--- src/rtl/cfa_window_ctrl_pkg.sv ---
// -----------------------------------------------------------------------------
// cfa_window_ctrl_pkg
// Shared definitions for the CFA window sequencing controller:
//   - FSM state encoding (IDLE / RUN / DONE)
//   - Bayer phase codes for pixel (0,0)
//   - half-window helper used to locate the window centre
// -----------------------------------------------------------------------------
package cfa_window_ctrl_pkg;

    typedef enum logic [1:0] {
        ST_IDLE = 2'd0,
        ST_RUN  = 2'd1,
        ST_DONE = 2'd2
    } state_t;

    localparam logic [1:0] BAYER_RGGB = 2'd0;
    localparam logic [1:0] BAYER_GRBG = 2'd1;
    localparam logic [1:0] BAYER_GBRG = 2'd2;
    localparam logic [1:0] BAYER_BGGR = 2'd3;

    // Distance from the window's bottom-right pixel to its centre.
    function automatic int half_win(input int buffer_size);
        return (buffer_size - 1) / 2;
    endfunction

endpackage

--- src/rtl/cfa_window_ctrl_raster_counter.sv ---
// -----------------------------------------------------------------------------
// cfa_window_ctrl_raster_counter
// Raster column/row counters with end-of-row / end-of-frame flags and a
// one-hot line-buffer write select that rotates at every row boundary.
//   clk, rst   : clock, asynchronous active-low reset
//   clr        : synchronous return to (0,0) with select on line 0
//   adv        : advance by one pixel
//   width      : pixels per row (latched geometry)
//   height     : rows per frame (latched geometry)
//   col, row   : position of the next pixel
//   row_sel    : one-hot write select
//   eol, eof   : current pixel is the last of its row / of the frame
// -----------------------------------------------------------------------------
module cfa_window_ctrl_raster_counter
    import cfa_window_ctrl_pkg::*;
#(
    parameter int Rows    = 5,
    parameter int ColBits = 11,
    parameter int RowBits = 11
) (
    input  logic               clk,
    input  logic               rst,
    input  logic               clr,
    input  logic               adv,
    input  logic [ColBits-1:0] width,
    input  logic [RowBits-1:0] height,
    output logic [ColBits-1:0] col,
    output logic [RowBits-1:0] row,
    output logic [Rows-1:0]    row_sel,
    output logic               eol,
    output logic               eof
);

    localparam logic [Rows-1:0] SEL_INIT = Rows'(1);

    logic [ColBits-1:0] col_q, col_d;
    logic [RowBits-1:0] row_q, row_d;
    logic [Rows-1:0]    sel_q, sel_d;

    assign eol = (col_q == width - ColBits'(1));
    assign eof = eol && (row_q == height - RowBits'(1));

    always_comb begin
        col_d = col_q;
        row_d = row_q;
        sel_d = sel_q;
        if (clr) begin
            col_d = '0;
            row_d = '0;
            sel_d = SEL_INIT;
        end else if (adv) begin
            if (eol) begin
                col_d = '0;
                row_d = row_q + RowBits'(1);
                // Rotate left; the MSB wraps back to line 0.
                sel_d = {sel_q[Rows-2:0], sel_q[Rows-1]};
            end else begin
                col_d = col_q + ColBits'(1);
            end
        end
    end

    always_ff @(posedge clk or negedge rst) begin
        if (!rst) begin
            col_q <= '0;
            row_q <= '0;
            sel_q <= SEL_INIT;
        end else begin
            col_q <= col_d;
            row_q <= row_d;
            sel_q <= sel_d;
        end
    end

    assign col     = col_q;
    assign row     = row_q;
    assign row_sel = sel_q;

endmodule

--- src/rtl/cfa_window_ctrl.sv ---
// -----------------------------------------------------------------------------
// cfa_window_ctrl
// Sequencing controller for the CFA demosaic front end. Accepts a raster
// pixel stream, drives the shift buffers, rotates the line-buffer write
// select, and flags complete BufferSize x BufferSize windows together with
// the Bayer phase of the window centre.
//   clk, rst            : clock, asynchronous active-low reset
//   start, abort        : frame start pulse (IDLE only), synchronous abort
//   img_width/height    : frame geometry, latched at start
//   bayer_pattern       : phase of pixel (0,0), latched at start
//   in_valid / in_ready : pixel handshake
//   buf_en, buf_shift   : shift-buffer controls (high on accept)
//   wr_row_sel          : one-hot line-buffer write select
//   col, row            : position of the next pixel to accept
//   win_valid, cfa_phase: window complete / centre phase (registered)
//   busy, frame_done    : in RUN / end-of-frame pulse
//   cfg_err             : latched geometry was too small
// -----------------------------------------------------------------------------
module cfa_window_ctrl
    import cfa_window_ctrl_pkg::*;
#(
    parameter int BufferSize = 5,
    parameter int ColBits    = 11,
    parameter int RowBits    = 11
) (
    input  logic                  clk,
    input  logic                  rst,
    input  logic                  start,
    input  logic                  abort,
    input  logic [ColBits-1:0]    img_width,
    input  logic [RowBits-1:0]    img_height,
    input  logic [1:0]            bayer_pattern,
    input  logic                  in_valid,
    output logic                  in_ready,
    output logic                  buf_en,
    output logic                  buf_shift,
    output logic [BufferSize-1:0] wr_row_sel,
    output logic [ColBits-1:0]    col,
    output logic [RowBits-1:0]    row,
    output logic                  win_valid,
    output logic [1:0]            cfa_phase,
    output logic                  busy,
    output logic                  frame_done,
    output logic                  cfg_err
);

    localparam int                 HALF    = half_win(BufferSize);
    localparam logic               H_ODD   = ((HALF % 2) == 1);
    localparam logic [ColBits-1:0] COL_MIN = ColBits'(BufferSize - 1);
    localparam logic [RowBits-1:0] ROW_MIN = RowBits'(BufferSize - 1);
    localparam logic [ColBits-1:0] W_MIN   = ColBits'(BufferSize);
    localparam logic [RowBits-1:0] H_MIN   = RowBits'(BufferSize);

    state_t             state_q, state_d;
    logic [ColBits-1:0] width_q;
    logic [RowBits-1:0] height_q;
    logic [1:0]         pattern_q;
    logic               cfg_err_q, cfg_err_d;
    logic               win_valid_q, win_valid_d;
    logic [1:0]         phase_q, phase_d;
    logic               latch_cfg;
    logic               cnt_clr;
    logic               accept;
    logic               adv;
    logic               eol;
    logic               eof;
    logic               geom_bad;

    assign in_ready  = (state_q == ST_RUN);
    assign accept    = in_valid && in_ready;
    assign buf_en    = accept;
    assign buf_shift = accept;
    // Abort wins over a same-cycle accept: the position does not advance.
    assign adv       = accept && !abort;
    assign geom_bad  = (img_width < W_MIN) || (img_height < H_MIN);

    cfa_window_ctrl_raster_counter #(
        .Rows    (BufferSize),
        .ColBits (ColBits),
        .RowBits (RowBits)
    ) u_raster (
        .clk     (clk),
        .rst     (rst),
        .clr     (cnt_clr),
        .adv     (adv),
        .width   (width_q),
        .height  (height_q),
        .col     (col),
        .row     (row),
        .row_sel (wr_row_sel),
        .eol     (eol),
        .eof     (eof)
    );

    always_comb begin
        state_d   = state_q;
        cfg_err_d = cfg_err_q;
        latch_cfg = 1'b0;
        cnt_clr   = 1'b0;
        unique case (state_q)
            ST_IDLE: begin
                if (start && !abort) begin
                    latch_cfg = 1'b1;
                    cnt_clr   = 1'b1;
                    cfg_err_d = geom_bad;
                    state_d   = geom_bad ? ST_DONE : ST_RUN;
                end
            end
            ST_RUN: begin
                if (abort) begin
                    cnt_clr = 1'b1;
                    state_d = ST_IDLE;
                end else if (accept && eof) begin
                    state_d = ST_DONE;
                end
            end
            ST_DONE: begin
                cnt_clr = abort;
                state_d = ST_IDLE;
            end
            default: state_d = ST_IDLE;
        endcase
    end

    // The window whose bottom-right pixel was just accepted is complete once
    // the buffers have shifted, so the flag is registered by one cycle. Only
    // the parity of the centre coordinate matters, and an odd half-window
    // flips that parity.
    assign win_valid_d = adv && (row >= ROW_MIN) && (col >= COL_MIN);
    assign phase_d     = pattern_q ^ {row[0] ^ H_ODD, col[0] ^ H_ODD};

    always_ff @(posedge clk or negedge rst) begin
        if (!rst) begin
            state_q     <= ST_IDLE;
            width_q     <= '0;
            height_q    <= '0;
            pattern_q   <= '0;
            cfg_err_q   <= 1'b0;
            win_valid_q <= 1'b0;
            phase_q     <= '0;
        end else begin
            state_q     <= state_d;
            cfg_err_q   <= cfg_err_d;
            win_valid_q <= win_valid_d;
            if (win_valid_d) begin
                phase_q <= phase_d;
            end
            if (latch_cfg) begin
                width_q   <= img_width;
                height_q  <= img_height;
                pattern_q <= bayer_pattern;
            end
        end
    end

    assign win_valid  = win_valid_q;
    assign cfa_phase  = phase_q;
    assign busy       = (state_q == ST_RUN);
    assign frame_done = (state_q == ST_DONE) && !abort;
    assign cfg_err    = cfg_err_q;

endmodule

--- config.mk ---
export PLATFORM = sky130hd
export DESIGN_NAME = cfa_window_ctrl
export DESIGN_NICKNAME = d
export VERILOG_FILES = /design/src/rtl/cfa_window_ctrl_pkg.sv /design/src/rtl/cfa_window_ctrl_raster_counter.sv /design/src/rtl/cfa_window_ctrl.sv
export SDC_FILE = /design/constraint.sdc
export NUM_CORES = 1
export LEC_CHECK = 0
export ABC_AREA = 1
export CAP_MARGIN = 20
export CORE_MARGIN = 2
export CORE_UTILIZATION = 45
export DETAILED_ROUTE_END_ITERATION = 6
export GPL_TIMING_DRIVEN = 0
export PLACE_DENSITY = 0.77
export SYNTH_ARGS = -nofsm -noshare
export SYNTH_HDL_FRONTEND = slang
export SYNTH_SLANG_ARGS = --single-unit
--- constraint.sdc ---
create_clock -name clk -period 2.7 [get_ports clk]
set_input_delay 0.27 -clock clk [delete_from_list [all_inputs] [get_ports clk]]
set_output_delay 0.27 -clock clk [all_outputs]
set_load 0.02 [all_outputs]
==> flow_summary_export.csv, run 1 <==
group,metric,value,unit
placement,numPortBuffers,64,
detailed_routing,vias,3817,
timing,skew,0.007070,ns
worst_hold_path,hold_path.class,"input pin to asynchronous set/reset pin",
detailed_routing,avgRoutedWirePerCell,13.16,um
yosys,ys_seq_area_frac,0.3764,
yosys,syn_area_per_cell,6.959,um2
setup_path,rr_worst_depth,13,
global_routing,grt_usage,0.2253,
cells_and_area,seq_area,1428,um2
detailed_routing,wl,9.634,mm
placement,place.gp.congestion,0.8865,
floorplanning,io_pins,65,
floorplanning,start_util,0.4639,
yosys,synth_commonest_cells,"nand2_1 (170), inv_1 (69), dfrtp_1 (56)",
run,max-cap-violations,0,
cells_and_area,fin_util,0.5897,
setup_path,worstSetupStartpointType,"flop",
yosys,syn-cell-area,3792,um2
global_routing,grt_overflow,0,
cells_and_area,fin_nets,661,
yosys,synth_cells,545,
timing,period_share,0.9078,
setup_path,r2r_setup_slack,0.25,ns
yosys,synth.net_count,584,
detailed_routing,firstDrtPassIters,5,
cells_and_area,drive_above_1_share,0.07496,
floorplanning,die_width,95.80,um
floorplanning,fp-row-count,33,
setup_path,endpoint_kind,"flop",
yosys,ys_seq_elements,57,
clock_network,cts.sinks,57,
timing,period_needed,2.451,ns
yosys,synth.area.top_cells,"dfrtp_1 (37%), nand2_1 (17%), inv_1 (6.8%), nand3_1 (6.2%), nor2_1 (5.4%)",
timing,rsz0062_at_grt,"no",
setup_path,crit_required,2.93,ns
detailed_routing,ant_nets,0,
clock_network,clock_latency,0.34,ns
timing,setup-violations-final,0,
outcome,outcome,"completed",
timing,fmax,408.0,MHz
global_routing,antenna_found_initial,0,
timing,slew_violations,0,
clock_network,cts_tree,"done",
detailed_routing,routed_via_density,5.214,
timing,hold_violations,0,
power_and_ir_drop,leakage,2.375,nW
setup_path,cp.arrival,2.68,ns
cells_and_area,num_antenna_cells,0,
floorplanning,die_area,9178,um2
global_routing,grt_max_degree,43,
yosys,synth_cell_types,34,
clock_network,clock_path_buffers,2,
timing,worst_slew_pin_slew,0.5035,ns
detailed_routing,first_iter_violations,171,
placement,dp_hpwl,7.318,mm
cells_and_area,syn_to_final_growth,27.12,%
setup_path,crit-reg2reg-launch,"state_q[0]$_DFFE_PN0P_",
setup_path,r2r_end,"u_raster.row[2]$_DFFE_PN0P_",
global_routing,grt_pass1_vias,3522,
global_routing,grt_pass1_wl,16.11,mm
yosys,synth_top_cell_by_area,"dfrtp_1",
power_and_ir_drop,peakVddDrop,452.3,uV
yosys,yosysMostFrequentCell,"nand2_1",
setup_path,critPathKind,"flop to flop",
power_and_ir_drop,power.density,885.0,nW/um2
yosys,ys_async_sr_fraction,1.000,
clock_network,cts-root-buf,"clkbuf_8",
yosys,synth.top_cell.area_share,0.3695,
yosys,ys.flop_type,"dfrtp_1",
detailed_routing,drc_errors,0,
yosys,synth_enable_flop_cells,0,
power_and_ir_drop,power,4.267,mW
cells_and_area,fill_cells,760,
timing,maxSlewHeadroom,0.6631,
setup_path,cp_max_fo,10,
clock_network,path_clk_slew,0.07,ns
yosys,yosysWarnings,0,
clock_network,cts_buffers,9,
clock_network,htreeDepth,3,
floorplanning,chipHeight,95.80,um
floorplanning,coreArea,8175,um2
cells_and_area,multi_input_area,2006,um2
[area by class of cell]
type | instances | share of cell area
multi-input cells | 398 | 0.4160
flip-flops and latches | 57 | 0.2961
repair buffers | 66 | 0.1381
inverters | 73 | 0.05684
clock buffers | 11 | 0.03140
well taps | 105 | 0.02725
plain buffers | 17 | 0.01817
clock inverters | 5 | 0.01609
[cell families after synthesis]
family          after synthesis  share of synthesized area
mux                           3                   0.008907
fa+ha+maj                    10                    0.03299
compound gates               35                    0.04850
xor+xnor                     26                    0.06203
flops                        57                     0.3764
simple gates                324                     0.3758
buf+inv                      90                    0.09535
[stage by stage]
stage / cells / TNS (ns) / area [um2] / worst slack, ns / hold WS [ns]
finish: 732 / 0 / 4821 / 0.2491 / 0.3749
global route: 732 / 0 / 4821 / 0.05116 / 0.4319
CTS: 732 / 0 / 4818 / 0.2324 / 0.3985
detailed placement: 715 / 0 / 4579 / 0.1385 / 0.2253
global placement: 714 / -19.46 / 4564 / -0.3517 / 0.4750
floorplan: 545 / 0 / 3792 / 0.6230 / -0.02559
[sequential cells by signal, indices dropped and copies added, names as in the netlist]
signal / count
cfg_err: 1
win_valid: 1
cfa_phase: 2
pattern_q: 2
state_q: 2
u_raster.row_sel: 5
width_q: 11
height_q: 11
u_raster.row: 11
u_raster.col: 11
[worst max-delay path by stage]
| stage | startpoint | end | slack [ns] |
|---|---|---|---|
| floorplan | width_q[0]$_DFFE_PN0P_ | u_raster.row[1]$_DFFE_PN0P_ | 0.62 |
| global placement | rst | u_raster.row[3]$_DFFE_PN0P_ | -0.35 |
| detailed placement | abort | u_raster.row[2]$_DFFE_PN0P_ | 0.14 |
| CTS | width_q[0]$_DFFE_PN0P_ | state_q[1]$_DFFE_PN0P_ | 0.23 |
| global route | state_q[0]$_DFFE_PN0P_ | u_raster.row[4]$_DFFE_PN0P_ | 0.05 |
| finish | state_q[0]$_DFFE_PN0P_ | u_raster.row[2]$_DFFE_PN0P_ | 0.25 |
[layer usage]
metal  GRT usage  vias to the layer above  part of all wire
met3     0.03524                       22             0.045
met5           0                        -                 0
li1            -                     1884                 -
met2      0.3613                      111              0.48
met4     0.09167                        0             0.021
met1      0.3046                     1800              0.46
[worst max-delay path: stages (launching register included)]
cell	delay (ns)
dfrtp_1	0.43
inv_1	0.11
ha_1	0.19
nand3_1	0.12
nand2_1	0.09
inv_1	0.05
nor2_2	0.36
inv_1	0.11
clkbuf_1	0.27
nand2_4	0.22
nand2_4	0.11
buf_6	0.16
nand2_1	0.06
nand2_1	0.05
[cell usage in the layout (no fill, tap or decap), types with 4 or more instances in the layout]
master,instances
nor2_2,5
nor2_1,55
nor4_1,4
xor2_1,18
clkbuf_1,11
nor3_1,7
o21ai_0,26
a21oi_1,5
inv_1,69
dfrtp_1,56
nand4_1,22
nand2_1,170
ha_1,9
nand3_1,47
buf_4,4
clkdlybuf4s50_1,63
clkbuf_8,11
xnor2_1,7
[power breakdown]
part           internal (mW)  switching, mW
Combinational          0.754           1.20
Clock                  0.567          0.358
Sequential              1.09          0.307
Total                   2.41           1.86
[repair_timing]
action	4_1_cts	5_1_grt
setup buffers	0	0
endpoints found under the hold margin	15	0
setup endpoints to repair	0	2
gates resized for setup	0	1
hold buffers	1	0
Note: power is estimated with default switching activity, not from simulation.
==> inputs of run 2 (changes only) <==
--- a/config.mk
+++ b/config.mk
@@ -15,3 +15,4 @@
 export SYNTH_ARGS = -nofsm -noshare
 export SYNTH_HDL_FRONTEND = slang
 export SYNTH_SLANG_ARGS = --single-unit
+export TNS_END_PERCENT = 100
==> results of run 2 <==
No change in the layout: final DEF, timing and power equal those of run 1.
==> inputs of run 3 (changes only) <==
--- a/config.mk
+++ b/config.mk
@@ -8,10 +8,11 @@
 export ABC_AREA = 1
 export CAP_MARGIN = 20
 export CORE_MARGIN = 2
-export CORE_UTILIZATION = 45
+export CORE_UTILIZATION = 54
 export DETAILED_ROUTE_END_ITERATION = 6
 export GPL_TIMING_DRIVEN = 0
-export PLACE_DENSITY = 0.77
+export PLACE_DENSITY = 0.88
+export REMOVE_ABC_BUFFERS = 1
 export SYNTH_ARGS = -nofsm -noshare
 export SYNTH_HDL_FRONTEND = slang
 export SYNTH_SLANG_ARGS = --single-unit
==> flow_summary_export.csv, run 3 (synthesized netlist as in run 1, its figures left out) <==
group,metric,value,unit
setup_path,r2r_setup_slack,0.21,ns
cells_and_area,syn_to_final_growth,28.01,%
timing,hold_ws,0.4050,ns
setup_path,r2r_end,"u_raster.col[3]$_DFFE_PN0P_",
detailed_routing,first_iter_violations,268,
cells_and_area,drive_above_1_share,0.08562,
global_routing,grt_pass1_wl,16.66,mm
cells_and_area,fin_nets,653,
setup_path,crit_chain,"inv_1 -> ha_2 -> inv_2 -> nor2_2 -> nand3_2 -> nor2_1 -> nand2_1 -> nand2_1 -> nand2_1 -> clkinv_1 -> nand2_1 -> nor2_4 -> inv_2 -> nand2_4 -> nand2_4 -> inv_2 -> nor2_1",
cells_and_area,final_area,4855,um2
detailed_routing,firstDrtPassIters,6,
timing,skew,0.004467,ns
timing,period_share,0.9224,
clock_network,clock_latency,0.35,ns
cells_and_area,stdcell_count,715,
run,max-cap-violations,0,
timing,tns,0,ns
global_routing,grt_pass1_vias,3688,
placement,dpl_cell_area,4486,um2
clock_network,htreeDepth,3,
setup_path,endpoint_kind,"flop",
power_and_ir_drop,leakage,2.376,nW
timing,period_needed,2.490,ns
cells_and_area,seq_area,1428,um2
setup_path,crit-reg2reg-launch,"width_q[0]$_DFFE_PN0P_",
setup_path,cpPeakStageDelay,0.40,ns
setup_path,worstSetupStartpointType,"flop",
cells_and_area,mostFrequentLayoutCell,"nand2_1",
placement,place_inst,689,
detailed_routing,avgRoutedWirePerCell,14.39,um
floorplanning,coreArea,6794,um2
timing,maxSlewHeadroom,0.6074,
setup_path,critPathTopFamily,"simple AND/OR/NAND/NOR gates",
clock_network,cts_buffers,9,
cells_and_area,multi_input_area,2067,um2
setup_path,crit_slowest_cell,"dfrtp_1",
timing,setup-violations-final,0,
placement,numPortBuffers,64,
setup_path,cp.arrival,2.73,ns
global_routing,grt_usage,0.2760,
worst_hold_path,hold_path.class,"input pin to asynchronous set/reset pin",
detailed_routing,wl,10.29,mm
floorplanning,chipHeight,87.80,um
floorplanning,io_pins,65,
timing,hold_violations,0,
floorplanning,start_util,0.5582,
placement,dp_hpwl,6.958,mm
placement,place.gp.congestion,0.9109,
floorplanning,die_area,7709,um2
floorplanning,die_width,87.80,um
clock_network,cts.sinks,57,
cells_and_area,num_antenna_cells,0,
setup_path,path_buf_inv,5,
power_and_ir_drop,power.density,909.8,nW/um2
global_routing,grt_overflow,0,
cells_and_area,fill_cells,529,
cells_and_area,fin_util,0.7145,
global_routing,antenna_found_initial,0,
setup_path,rr_worst_depth,17,
timing,setup_ws,0.2096,ns
floorplanning,fp-row-count,30,
clock_network,clock_path_buffers,2,
detailed_routing,routed_via_density,5.460,
setup_path,crit_required,2.94,ns
setup_path,crit_path_frequent_cell,"nand2_1",
detailed_routing,drc_errors,0,
cells_and_area,final_cell_mix,"nand2_1 (169), inv_1 (68), clkdlybuf4s50_1 (63)",
clock_network,cts_tree,"done",
timing,slew_violations,0,
setup_path,critPathKind,"flop to flop",
global_routing,grt_max_degree,40,
timing,fmax,401.5,MHz
outcome,outcome,"completed",
power_and_ir_drop,power,4.417,mW
power_and_ir_drop,peakVddDrop,533.6,uV
clock_network,path_clk_slew,0.07,ns
clock_network,cts-root-buf,"clkbuf_8",
setup_path,cp_max_fo,17,
detailed_routing,vias,3904,
placement,post-place-ws,-1.157,ns
timing,worst_slew_pin_slew,0.5870,ns
detailed_routing,ant_nets,0,
-- run 3: cell types whose count changed in the layout (fill, tap and decap cells not counted), sizes merged --
cell / delta
buf: +1
inv: -1
nand3: +2
bufinv: +1
clkinv: -1
clkinvlp: +1
clkbuf: -11
-- run 3: how the worst max path moves through the flow --
stage / slack, ns / from / to / cells after the start
CTS: 0.04 / state_q[0]$_DFFE_PN0P_ / u_raster.col[4]$_DFFE_PN0P_ / 12
global placement: -1.54 / abort / u_raster.col[4]$_DFFE_PN0P_ / 12
detailed placement: -1.16 / abort / u_raster.col[3]$_DFFE_PN0P_ / 12
floorplan: -0.51 / state_q[0]$_DFFE_PN0P_ / u_raster.col[4]$_DFFE_PN0P_ / 12
finish: 0.21 / width_q[0]$_DFFE_PN0P_ / u_raster.col[3]$_DFFE_PN0P_ / 17
global route: -0.01 / width_q[0]$_DFFE_PN0P_ / u_raster.col[7]$_DFFE_PN0P_ / 17
-- run 3: what timing repair did --
action                                 CTS  global route
buffers inserted                         1             6
setup endpoints to repair               27            28
pin swaps                                1             3
hold buffers                             1             0
gates resized for setup                  6             3
cloned                                   1             1
endpoints found under the hold margin   18             0
-- run 3: layout make-up --
type / count / share of cell area
inverter: 73 / 0.05722
multi-input combinational: 400 / 0.4258
timing repair buffer: 73 / 0.1479
clock buffer: 11 / 0.02912
clock inverter: 5 / 0.02113
tap: 96 / 0.02474
sequential: 57 / 0.2941
-- run 3: report_power, final --
group	total (mW)	internal (mW)	switching, mW
combinational	2.02	0.764	1.26
sequential	1.39	1.09	0.305
clock	1.00	0.637	0.368
-- run 3: metal layers --
layer	part of all wire	vias up	global-route usage
met1	0.40	1836	0.3210
met4	0.031	0	0.1175
li1	-	1861	-
met3	0.077	36	0.04618
met2	0.49	171	0.4993
met5	0	-	0
